## src/rtl/shift_seq_ctrl.sv

```systemverilog
// shift_seq_ctrl: serializes a parallel word into an external shift register.
// A word is accepted in IDLE, sent one bit per cycle in SHIFT (MSB-first or
// LSB-first, with a programmable length), acknowledged by a one-cycle DONE
// pulse and followed by a programmable number of GAP cycles before the next
// word can be taken. Every output is a register or a decode of the state
// register, so nothing combinational leaks from the inputs to the outputs.
module shift_seq_ctrl #(
    parameter int W  = 8,
    parameter int LW = 4,
    parameter int GW = 4
) (
    input  logic          clk,
    input  logic          rst,
    input  logic [W-1:0]  in_data,
    input  logic          in_valid,
    output logic          in_ready,
    input  logic [LW-1:0] len,
    input  logic          msb_first,
    input  logic [GW-1:0] gap,
    input  logic          abort,
    output logic          sr_d,
    output logic          sr_en,
    output logic          sr_dir,
    output logic          busy,
    output logic          done,
    output logic [15:0]   word_cnt
);

    typedef enum logic [1:0] {
        IDLE  = 2'd0,
        SHIFT = 2'd1,
        DONE  = 2'd2,
        GAP   = 2'd3
    } state_t;

    state_t        state_q, state_d;
    logic [W-1:0]  data_q, data_d;
    logic [LW-1:0] bitCnt_q, bitCnt_d;
    logic [GW-1:0] gapCnt_q, gapCnt_d;
    logic          msbFirst_q, msbFirst_d;
    logic          dir_q, dir_d;
    logic [15:0]   wordCnt_q, wordCnt_d;

    logic [LW-1:0] effLen;
    logic [LW-1:0] alignShift;

    // Effective length: 0 or anything wider than the word means a full word.
    // For MSB-first the word is pre-aligned so bit L-1 sits at the top and the
    // send loop can always take the MSB and shift left.
    always_comb begin
        effLen = len;
        if (len == '0 || len > LW'(W)) begin
            effLen = LW'(W);
        end
        alignShift = LW'(W) - effLen;
    end

    // Next-state and datapath update for the four-state sequencer.
    always_comb begin
        state_d    = state_q;
        data_d     = data_q;
        bitCnt_d   = bitCnt_q;
        gapCnt_d   = gapCnt_q;
        msbFirst_d = msbFirst_q;
        dir_d      = dir_q;
        wordCnt_d  = wordCnt_q;

        case (state_q)
            IDLE: begin
                if (in_valid) begin
                    state_d    = SHIFT;
                    data_d     = msb_first ? (in_data << alignShift) : in_data;
                    bitCnt_d   = effLen - LW'(1);
                    gapCnt_d   = gap;
                    msbFirst_d = msb_first;
                    dir_d      = ~msb_first;
                end
            end
            SHIFT: begin
                if (abort) begin
                    state_d = IDLE;
                end else begin
                    data_d = msbFirst_q ? {data_q[W-2:0], 1'b0}
                                        : {1'b0, data_q[W-1:1]};
                    if (bitCnt_q == '0) begin
                        state_d = DONE;
                    end else begin
                        bitCnt_d = bitCnt_q - LW'(1);
                    end
                end
            end
            DONE: begin
                wordCnt_d = wordCnt_q + 16'd1;
                state_d   = (gapCnt_q == '0) ? IDLE : GAP;
            end
            GAP: begin
                gapCnt_d = gapCnt_q - GW'(1);
                if (gapCnt_q == GW'(1)) begin
                    state_d = IDLE;
                end
            end
            default: begin
                state_d = IDLE;
            end
        endcase
    end

    // State and datapath registers with synchronous active-low reset.
    always_ff @(posedge clk) begin
        if (!rst) begin
            state_q    <= IDLE;
            data_q     <= '0;
            bitCnt_q   <= '0;
            gapCnt_q   <= '0;
            msbFirst_q <= 1'b0;
            dir_q      <= 1'b0;
            wordCnt_q  <= '0;
        end else begin
            state_q    <= state_d;
            data_q     <= data_d;
            bitCnt_q   <= bitCnt_d;
            gapCnt_q   <= gapCnt_d;
            msbFirst_q <= msbFirst_d;
            dir_q      <= dir_d;
            wordCnt_q  <= wordCnt_d;
        end
    end

    assign in_ready = (state_q == IDLE);
    assign busy     = (state_q != IDLE);
    assign done     = (state_q == DONE);
    assign sr_en    = (state_q == SHIFT);
    assign sr_d     = sr_en & (msbFirst_q ? data_q[W-1] : data_q[0]);
    assign sr_dir   = dir_q;
    assign word_cnt = wordCnt_q;

endmodule
```

## config.mk

```make
export PLATFORM = sky130hd
export DESIGN_NAME = shift_seq_ctrl
export DESIGN_NICKNAME = d
export VERILOG_FILES = /design/src/rtl/shift_seq_ctrl.sv
export SDC_FILE = /design/constraint.sdc
export NUM_CORES = 1
export LEC_CHECK = 0
export BUFFER_PORTS_ARGS = -buffer_cell sky130_fd_sc_hd__buf_2
export CAP_MARGIN = 5
export CORE_AREA = 3 3 79 81
export DETAILED_ROUTE_END_ITERATION = 8
export DIE_AREA = 0 0 82 84
export PLACE_DENSITY_LB_ADDON = 0.25
export SLEW_MARGIN = 5
export SYNTH_ARGS = -nofsm -noshare
export SYNTH_HDL_FRONTEND = slang
export SYNTH_SLANG_ARGS = --single-unit
```

## constraint.sdc

```tcl
create_clock -name clk -period 2 [get_ports clk]
set_input_delay 0.5 -clock clk [delete_from_list [all_inputs] [get_ports clk]]
set_output_delay 0.5 -clock clk [all_outputs]
set_load 0.03 [all_outputs]
```

=== Yosys cells after proc, flatten, opt, wreduce, memory -nomap -nowiden ===
Cells that the tools add are included.

* Flip-flop bits (word level): 36
* Word-level logic and storage cells: 57
* Output and inout port bits: 22
* Bits of input ports: 21

* Muxes and demuxes: 19
* Bitwise logic cells: 2
* Add/sub/neg operators: 5
* Equal/unequal tests: 9
* $lt $le $gt $ge: 1
* Shift-type cells: 1
* Reductions and logical operators: 13

{| class="wikitable"
|+ Operators with widths
! kind !! number
|-
| 2-to-1 mux 8 bit || 4
|-
| 2-to-1 mux 4 bit || 5
|-
| adder 16 x 1 -> 16 bit, second input constant || 1
|-
| case mux 4 bit (2 select lines) || 2
|-
| case mux 8 bit (2 select lines) || 1
|-
| logical NOT 4 bit || 3
|-
| subtractor 4 x 1 -> 4 bit, second input constant || 3
|-
| 2-to-1 mux 2 bit || 5
|-
| != test 2 bit, second input constant || 4
|-
| case mux 2 bit (4 select lines) || 1
|-
| << shifter 8 x 4 -> 8 bit || 1
|-
| AND reduction 3 bit || 2
|-
| nonzero test 2 bit || 3
|-
| equality test 2 bit, second input constant || 2
|-
| equality test 4 x 1 -> 1 bit, second input constant || 1
|-
| greater-than comparator 4 bit, second input constant || 1
|-
| AND reduction 2 bit || 2
|-
| AND reduction 4 bit || 1
|-
| subtractor 4 bit, first input constant || 1
|-
| != test 3 x 2 -> 1 bit, second input constant || 1
|-
| equality test 2 x 1 -> 1 bit, second input constant || 1
|-
| logical NOT 2 bit || 1
|-
| bitwise AND 1 bit || 1
|-
| logical OR 1 bit || 1
|-
| 2 further kinds || 2
|}

=== Depth between registers and ports, before layout ===
Gate-level depths: netlist (run 1).

* Word-level depth: 8
* Mapped depth: 11
* Gate-level depth less buffers: 9

=== Least setup slack after synthesis (run 1) ===
Ideal clock, no wire load.

* Kind: input -> register
* Start: input port len[0]
* End: register data_q[2]
* Path buffers: 2
* Library setup time: 0.115 ns
* Stages: 10
* Required time: 1.885 ns
* Arrival: 2.032 ns
* Path slack: -0.147 ns
* Cells stage by stage: nor2b_1 -> buf_4 -> inv_1 -> ha_1 -> buf_2 -> mux2i_1 -> o21ai_1 -> a221oi_1 -> o22ai_1 -> and2_1

* Word-level cells in the longest chain between the ends: 8
* Elaborated cells on any way between the ends: 9
* Classes of those cells: add/sub (1); order compare (1); shift (1); mux (4); reduce/logical (2)

{| class="wikitable"
|+ RTL lines
! element !! RTL line !! source
|-
| start, declared || 17 || <nowiki>input logic [LW-1:0] len,</nowiki>
|-
| greater-than comparator 4 bit or logical NOT 4 bit (tied branches) || 52 || <nowiki>if (len == '0 || len > LW'(W)) begin</nowiki>
|-
| logical OR 1 bit || 52 ||
|-
| 2-to-1 mux 4 bit * || 52 ||
|-
| subtractor 4 bit * || 55 || <nowiki>alignShift = LW'(W) - effLen;</nowiki>
|-
| << shifter 8 x 4 -> 8 bit * || 72 || <nowiki>data_d = msb_first ? (in_data << alignShift) : in_data;</nowiki>
|-
| 2-to-1 mux 8 bit * || 72 ||
|-
| 2-to-1 mux 8 bit * || 70 || <nowiki>if (in_valid) begin</nowiki>
|-
| case mux 8 bit (2 select lines) * || 68 || <nowiki>case (state_q)</nowiki>
|-
| end signal, assigned || 120 || <nowiki>data_q <= data_d;</nowiki>
|-
| end, declared || 37 || <nowiki>logic [W-1:0] data_q, data_d;</nowiki>
|}

Every way passes the cells marked *; elsewhere a longest branch is shown, timed or not. The select of a mux whose other input is x is not followed.
A chain may end at the register's enable or synchronous reset.

=== Final worst setup path (run 1) ===
* Start: register state_q[1]
* End: output port sr_en

* Word-level cells in the longest chain between the ends: 1

{| class="wikitable"
|+ RTL lines
! element !! RTL line !! source
|-
| start, declared || 36 || <nowiki>state_t state_q, state_d;</nowiki>
|-
| start signal, assigned || 119 || <nowiki>state_q <= state_d;</nowiki>
|-
| equality test 2 x 1 -> 1 bit || 132 || <nowiki>assign sr_en = (state_q == SHIFT);</nowiki>
|-
| end, declared || 22 || <nowiki>output logic sr_en,</nowiki>
|}

Every way passes these cells.

==> results.py, run 1 <==
metrics = {
    "route": {
        "number_of_remaining_drc_errors": 0,
        "routed_wire_length_per_instance_um": 13.0,
        "initialDrtViolationCount": 79,
        "drtAntennaViolNets": 0,
        "vias_per_cell": 5.22,
        "firstDrtPassIters": 4,
        "wl_um": 4830,
        "vias": 1931,
    },
    "final_layout": {
        "synthToLayoutAreaGrowth_pct": 20.2,
        "finalInstanceArea_um2": 2640,
        "finalNetCount": 323,
        "antennaDiodeCount": 0,
        "instances_no_fill": 370,
        "drive_above_1_share": 0.262,
        "multi_input_area_um2": 1390,
        "fillerInstances": 566,
        "final_core_utilization": 0.476,
        "ff_latch_area_um2": 721,
    },
    "synthesis": {
        "synth_area_leader_cell": "dfxtp_1",
        "ys_seq_elements": 36,
        "mappedNetlistArea_um2": 2190,
        "synth_flop_cell": "dfxtp_1",
        "post_synth_inst_count": 248,
        "synth.avg_cell_area_um2": 8.84,
        "synth.net_count": 274,
        "number_of_warning_messages_in_the_yosys_log": 0,
        "synth.distinct_cells": 55,
        "yosys-top-cells-count": "dfxtp_1 (36), nand2_1 (26), and2_1 (17), mux2i_1 (12), nor2_1 (11)",
        "synthMostInstantiatedCell": "dfxtp_1",
        "ys_top_cells_by_area": "dfxtp_1 (33%), mux2i_1 (5.5%), and2_1 (4.8%)",
        "async_flop_share": 0,
        "synth_edf_count": 0,
        "yosys.area.top_type_share": 0.329,
        "proportion_of_synthesized_chip_area_in_sequential_cells": 0.329,
    },
    "clocking": {
        "clock_tree_from_tritoncts": "done",
        "cts_made_buffers": 5,
        "cts_max_level": 2,
        "cts.reportedPaths.clkPinSlew_ns": 0.08,
        "insertion_delay_ns": 0.28,
        "clock_sinks": 36,
        "ctsRootBufferMaster": "clkbuf_8",
        "ctsLongestPathBuffers": 2,
    },
    "run_status": {
        "status": "completed",
    },
    "placement": {
        "place.port_buffers": 42,
        "dp_cells": 362,
        "gpl.final_weighted_congestion": 0.874,
        "place_hpwl_um": 3600,
        "placed_cell_area_um2": 2530,
    },
    "grt": {
        "number_of_global_route_vias_before_repair": 1873,
        "maximum_number_of_pins_on_one_net_before_global_route_repair": 38,
        "grt_usage": 0.150,
        "grt_first_pass_wirelength_um": 8380,
        "antenna_found_initial": 0,
        "grt_remaining_overflow": 0,
    },
    "pwr": {
        "power-per-cell-area_nw_per_um2": 684,
        "cellLeakagePower_nw": 1.17,
        "power.ir.vdd_worst_uv": 405,
    },
    "critical_path": {
        "crit_path_start_kind": "flip-flop",
        "critical_path_class": "flip-flop to output port",
        "critPathArrivalTime_ns": 1.36,
        "crit_path_max_fanout": 11,
        "cp-end-kind": "output port",
        "required_time_at_the_endpoint_of_the_critical_path_ns": 1.50,
    },
    "floorplanning": {
        "core_area_um2": 5540,
        "chipWidth_um": 82,
        "boundaryPins": 43,
        "initial_core_util": 0.396,
        "placement_rows": 27,
        "die-height_um": 84,
        "area_of_the_die_um2": 6890,
    },
    "timing": {
        "finalSetupViolCount": 0,
        "period_minus_slack_ns": 1.86,
        "fin_hold_ws_ns": 0.448,
        "clock_skew_ns": 0.0106,
        "rsz0062_at_grt": "no",
        "hold_viol_final": 0,
        "timing.final.crit_share": 0.929,
        "achievable-frequency_mhz": 538,
        "timing.final.max_slew_violations": 0,
        "tns_ns": 0,
        "timing_worst_slew_pin_value_ns": 0.556,
        "relSlewSlack": 0.629,
    },
    "job": {
        "maxCapViolations": 0,
    },
    "worst_hold_path": {
        "min-delay-path-class": "flip-flop to flip-flop",
    },
}
path summary, 6_finish.rpt:
kind | to | from | slack (ns) | cells after the start
max | sr_en | state_q[1] | 0.14 | 4
min | bitCnt_q[3] | bitCnt_q[3] | 0.45 | 2
max reg2reg | bitCnt_q[2] | state_q[1] | 0.36 | 7
min reg2reg | bitCnt_q[3] | bitCnt_q[3] | 0.45 | 2
sequential cells by signal, indices dropped and copies added, names as in the netlist:
signal / cells
state_q: 2
data_q: 8
word_cnt: 16
gapCnt_q: 4
bitCnt_q: 4
sr_dir: 1
msbFirst_q: 1
power breakdown:
part	switching [mW]	leakage, nW	internal, mW
clock network	0.263	0.0516	0.282
registers	0.0416	0.294	0.765
logic	0.254	0.828	0.199
total	0.558	1.17	1.25
cell usage in the layout (no fill, tap or decap), types with 7 or more instances in the layout:
| cell type | count |
|---|---|
| buf_2 | 42 |
| dfxtp_1 | 36 |
| nand2_1 | 26 |
| and2_1 | 17 |
| buf_4 | 13 |
| mux2i_1 | 12 |
| nor2_1 | 11 |
| a21oi_1 | 10 |
| xnor2_1 | 10 |
| o211ai_1 | 9 |
| nor2b_1 | 8 |
| o21ai_0 | 8 |
| nand3_1 | 7 |
metal layers:
metal  GRT usage  vias up  share of wire
met3      0.0378        2          0.046
met1       0.194      905           0.47
met4      0.0242        0         0.0037
met2       0.251       37           0.48
li1            -      987              -
met5           0        -              0
timing repair:
item / CTS / global route
hold buffers: 0 / 0
setup buffers: 0 / 0
endpoints found under the setup margin: 0 / 1
gates resized for setup: 0 / 1
metrics by stage:
step / worst slack [ns] / power (mW)
floorplan: -0.0521 / 1.15
global placement: -0.000163 / 1.27
detailed placement: -0.0546 / 1.27
CTS: 0.135 / 1.83
global route: 0.0249 / 1.93
finish: 0.141 / 1.80
area by class of cell:
type                       count  share of cell area
clock buffer                   6              0.0313
clock inverter                 2             0.00522
inverter                       8              0.0114
multi-input combinational    191               0.528
sequential                    36               0.273
tap                           72              0.0342
timing repair buffer          55               0.117
cell families after synthesis:
family                   Yosys count  synth area share
AND/OR/NAND/NOR                   92             0.248
XOR/XNOR                          16            0.0639
adder cells (fa/ha/maj)            5            0.0285
flip-flops                        36             0.329
buffers and inverters             21            0.0456
multiplexers                      17            0.0958
AO/OA/AOI/OAI                     61             0.189
critical path, stage by stage, from the launching register on:
cell,delay [ns]
dfxtp_1,0.32
nand2b_1,0.21
inv_1,0.12
buf_4,0.20
buf_2,0.22
Note: power is estimated with default switching activity, not from simulation.
==> run 2, diff against run 1 <==
--- a/config.mk
+++ b/config.mk
@@ -5,11 +5,12 @@
 export SDC_FILE = /design/constraint.sdc
 export NUM_CORES = 1
 export LEC_CHECK = 0
+export ABC_AREA = 1
 export BUFFER_PORTS_ARGS = -buffer_cell sky130_fd_sc_hd__buf_2
 export CAP_MARGIN = 5
-export CORE_AREA = 3 3 79 81
+export CORE_AREA = 3 3 80 82
 export DETAILED_ROUTE_END_ITERATION = 8
-export DIE_AREA = 0 0 82 84
+export DIE_AREA = 0 0 83 85
 export PLACE_DENSITY_LB_ADDON = 0.25
 export SLEW_MARGIN = 5
 export SYNTH_ARGS = -nofsm -noshare
==> run 2 against run 1 <==
  * Final area increased by 5.1%
  * Maximum frequency decreased by 2.2%
  * Highest routed layer unchanged
  * Largest cell class unchanged
  * Cell count increased by 26%
  * Largest power group is now combinational logic
  * Combinational power increased by 100%
  * Synthesized cell count increased by 34%
  * Sequential power increased by 13%
  * Clock power decreased by 11%
  * Critical endpoint is now sr_d
==> results.py, run 2 <==
metrics = {
    "pwr": {
        "power-per-cell-area_nw_per_um2": 837,
        "power.ir.vdd_worst_uv": 339,
        "cellLeakagePower_nw": 1.34,
    },
    "timing": {
        "hold_viol_final": 0,
        "achievable-frequency_mhz": 526,
        "timing.final.crit_share": 0.950,
        "timing.final.max_slew_violations": 0,
        "period_minus_slack_ns": 1.90,
        "rsz0062_at_grt": "no",
        "relSlewSlack": 0.776,
        "finalSetupViolCount": 0,
        "timing_worst_slew_pin_value_ns": 0.334,
        "setup_slack_after_layout_ns": 0.0993,
        "clock_skew_ns": 0.00979,
    },
    "route": {
        "vias": 2300,
        "routed_wire_length_per_instance_um": 11.2,
        "drtAntennaViolNets": 0,
        "number_of_remaining_drc_errors": 0,
        "vias_per_cell": 4.94,
        "wl_um": 5220,
        "initialDrtViolationCount": 87,
        "firstDrtPassIters": 4,
    },
    "placement": {
        "placed_cell_area_um2": 2670,
        "place.port_buffers": 42,
        "place_hpwl_um": 4050,
        "gpl.final_weighted_congestion": 0.843,
        "pre_cts_slack_ns": -0.0866,
        "dp_cells": 458,
    },
    "critical_path": {
        "crit_path_start_kind": "flip-flop",
        "launch_instance_of_the_worst_register_to_register_path": "state_q[1]",
        "cp-end-kind": "output port",
        "critPathArrivalTime_ns": 1.40,
        "critical_path_class": "flip-flop to output port",
        "rrSetupSlack_ns": 0.31,
        "required_time_at_the_endpoint_of_the_critical_path_ns": 1.50,
        "crit_path_max_fanout": 6,
        "worst_setup_path_startpoint": "state_q[0]",
        "r2r_end": "bitCnt_q[2]",
        "worst-r2r-cell-count": 9,
    },
    "run_status": {
        "status": "completed",
    },
    "synthesis": {
        "synth.net_count": 359,
        "yosys.area.top_type_share": 0.315,
        "yosys-top-cells-count": "nand2_1 (68), inv_1 (43), dfxtp_1 (36), a21oi_1 (29)",
        "synth_flop_cell": "dfxtp_1",
        "synth_area_leader_cell": "dfxtp_1",
        "synth.avg_cell_area_um2": 6.86,
        "number_of_warning_messages_in_the_yosys_log": 0,
        "async_flop_share": 0,
        "proportion_of_synthesized_chip_area_in_sequential_cells": 0.315,
        "synth_edf_count": 0,
        "ys_top_cells_by_area": "dfxtp_1 (32%), nand2_1 (11%), inv_1 (7.1%)",
        "post_synth_inst_count": 333,
        "synthMostInstantiatedCell": "nand2_1",
        "mappedNetlistArea_um2": 2290,
        "synth.distinct_cells": 39,
        "ys_seq_elements": 36,
    },
    "grt": {
        "antenna_found_initial": 0,
        "grt_first_pass_wirelength_um": 9040,
        "maximum_number_of_pins_on_one_net_before_global_route_repair": 27,
        "number_of_global_route_vias_before_repair": 2091,
        "grt_usage": 0.152,
        "grt_remaining_overflow": 0,
    },
    "final_layout": {
        "final_common_cell": "nand2_1",
        "drive_above_1_share": 0.256,
        "largest_reg_flops": 16,
        "finalInstanceArea_um2": 2770,
        "instances_no_fill": 466,
        "synthToLayoutAreaGrowth_pct": 21.2,
        "antennaDiodeCount": 0,
        "finalNetCount": 417,
        "layout_common_cells": "nand2_1 (67), inv_1 (42), buf_2 (41), dfxtp_1 (35), a21oi_1 (29)",
    },
    "worst_hold_path": {
        "min-delay-path-class": "flip-flop to flip-flop",
        "timing.hold.worst_path_depth": 2,
        "hold_path_end": "word_cnt[15]",
        "hold_path.startpoint": "word_cnt[15]",
    },
    "floorplanning": {
        "die-height_um": 85,
        "core_area_um2": 5820,
        "boundaryPins": 43,
        "area_of_the_die_um2": 7060,
        "chipWidth_um": 83,
        "initial_core_util": 0.393,
        "placement_rows": 28,
    },
    "clocking": {
        "ctsLongestPathBuffers": 2,
        "clock_sinks": 36,
        "insertion_delay_ns": 0.28,
        "clock_tree_from_tritoncts": "done",
        "cts.reportedPaths.clkPinSlew_ns": 0.07,
        "cts_max_level": 2,
        "cts_made_buffers": 5,
        "ctsRootBufferMaster": "clkbuf_8",
    },
    "job": {
        "maxCapViolations": 0,
    },
}
run 2: cell types whose count changed after synthesis, sizes merged, moves of 6 or more:
cell,change
inv,+45
nand4,+6
mux2i,-12
xnor2,-10
a21oi,+18
nand2,+46
nor2,+24
o211ai,-6
nand3,+23
and2,-17
o21ai,+13
nor2b,-8
run 2: cell type report:
class	count	area, um^2
well taps	75	93.8
inverters	54	203
clock buffers	6	72.6
clock inverters	1	5.00
repair buffers	58	337
flip-flops and latches	36	722
fillers	641	3040
multi-input cells	236	1340
run 2: repair_timing:
item	CTS	global route
hold buffers	0	0
buffers inserted	1	0
endpoints found under the setup margin	1	3
gates resized for setup	3	3
pin swaps	1	0
run 2: cell families after synthesis:
group	synth area share
AND/OR/NAND/NOR	0.354
AO/OA/AOI/OAI	0.182
buffers and inverters	0.106
flip-flops	0.315
adder cells (fa/ha/maj)	0.0274
XOR/XNOR	0.0153
run 2: per-layer routing:
layer / GRT usage / vias up / routed length, um
met5: 0 / - / 0
met4: 0.0401 / 0 / 44
met3: 0.0301 / 4 / 256
met2: 0.259 / 48 / 2420
met1: 0.197 / 1020 / 2500
li1: - / 1228 / -
run 2: how the worst max path moves through the flow:
stage | to | slack, ns | cells past startpoint
3_3_place_gp | data_q[3] | -0.05 | 12
3_5_place_dp | data_q[5] | -0.09 | 13
2_1_floorplan | sr_d | 0.003 | 6
5_1_grt | sr_d | 0.003 | 7
6_report | sr_d | 0.1 | 7
4_1_cts | sr_d | 0.003 | 7
run 2: per-stage QoR:
step	utilization	setup TNS, ns	power (mW)	hold WS [ns]
after floorplan	-	0	1.60	0.468
after global placement	0.459	-0.153	1.82	0.452
after detailed placement	0.459	-0.387	1.83	0.461
after CTS	0.475	0	2.34	0.471
after global routing	0.477	0	2.50	0.487
final	0.477	0	2.32	0.470
run 2: critical path: stages, from the launching register on:
cell and delay, ns:
dfxtp_2 0.35, inv_2 0.06, nor2_4 0.13, inv_2 0.05
nor2_2 0.12, inv_2 0.08, o22ai_2 0.15, buf_6 0.16
run 2: where the power goes:
part	switching, mW	internal, mW
Sequential	0.0804	0.830
Combinational	0.596	0.330
Clock	0.248	0.237
Total	0.924	1.40
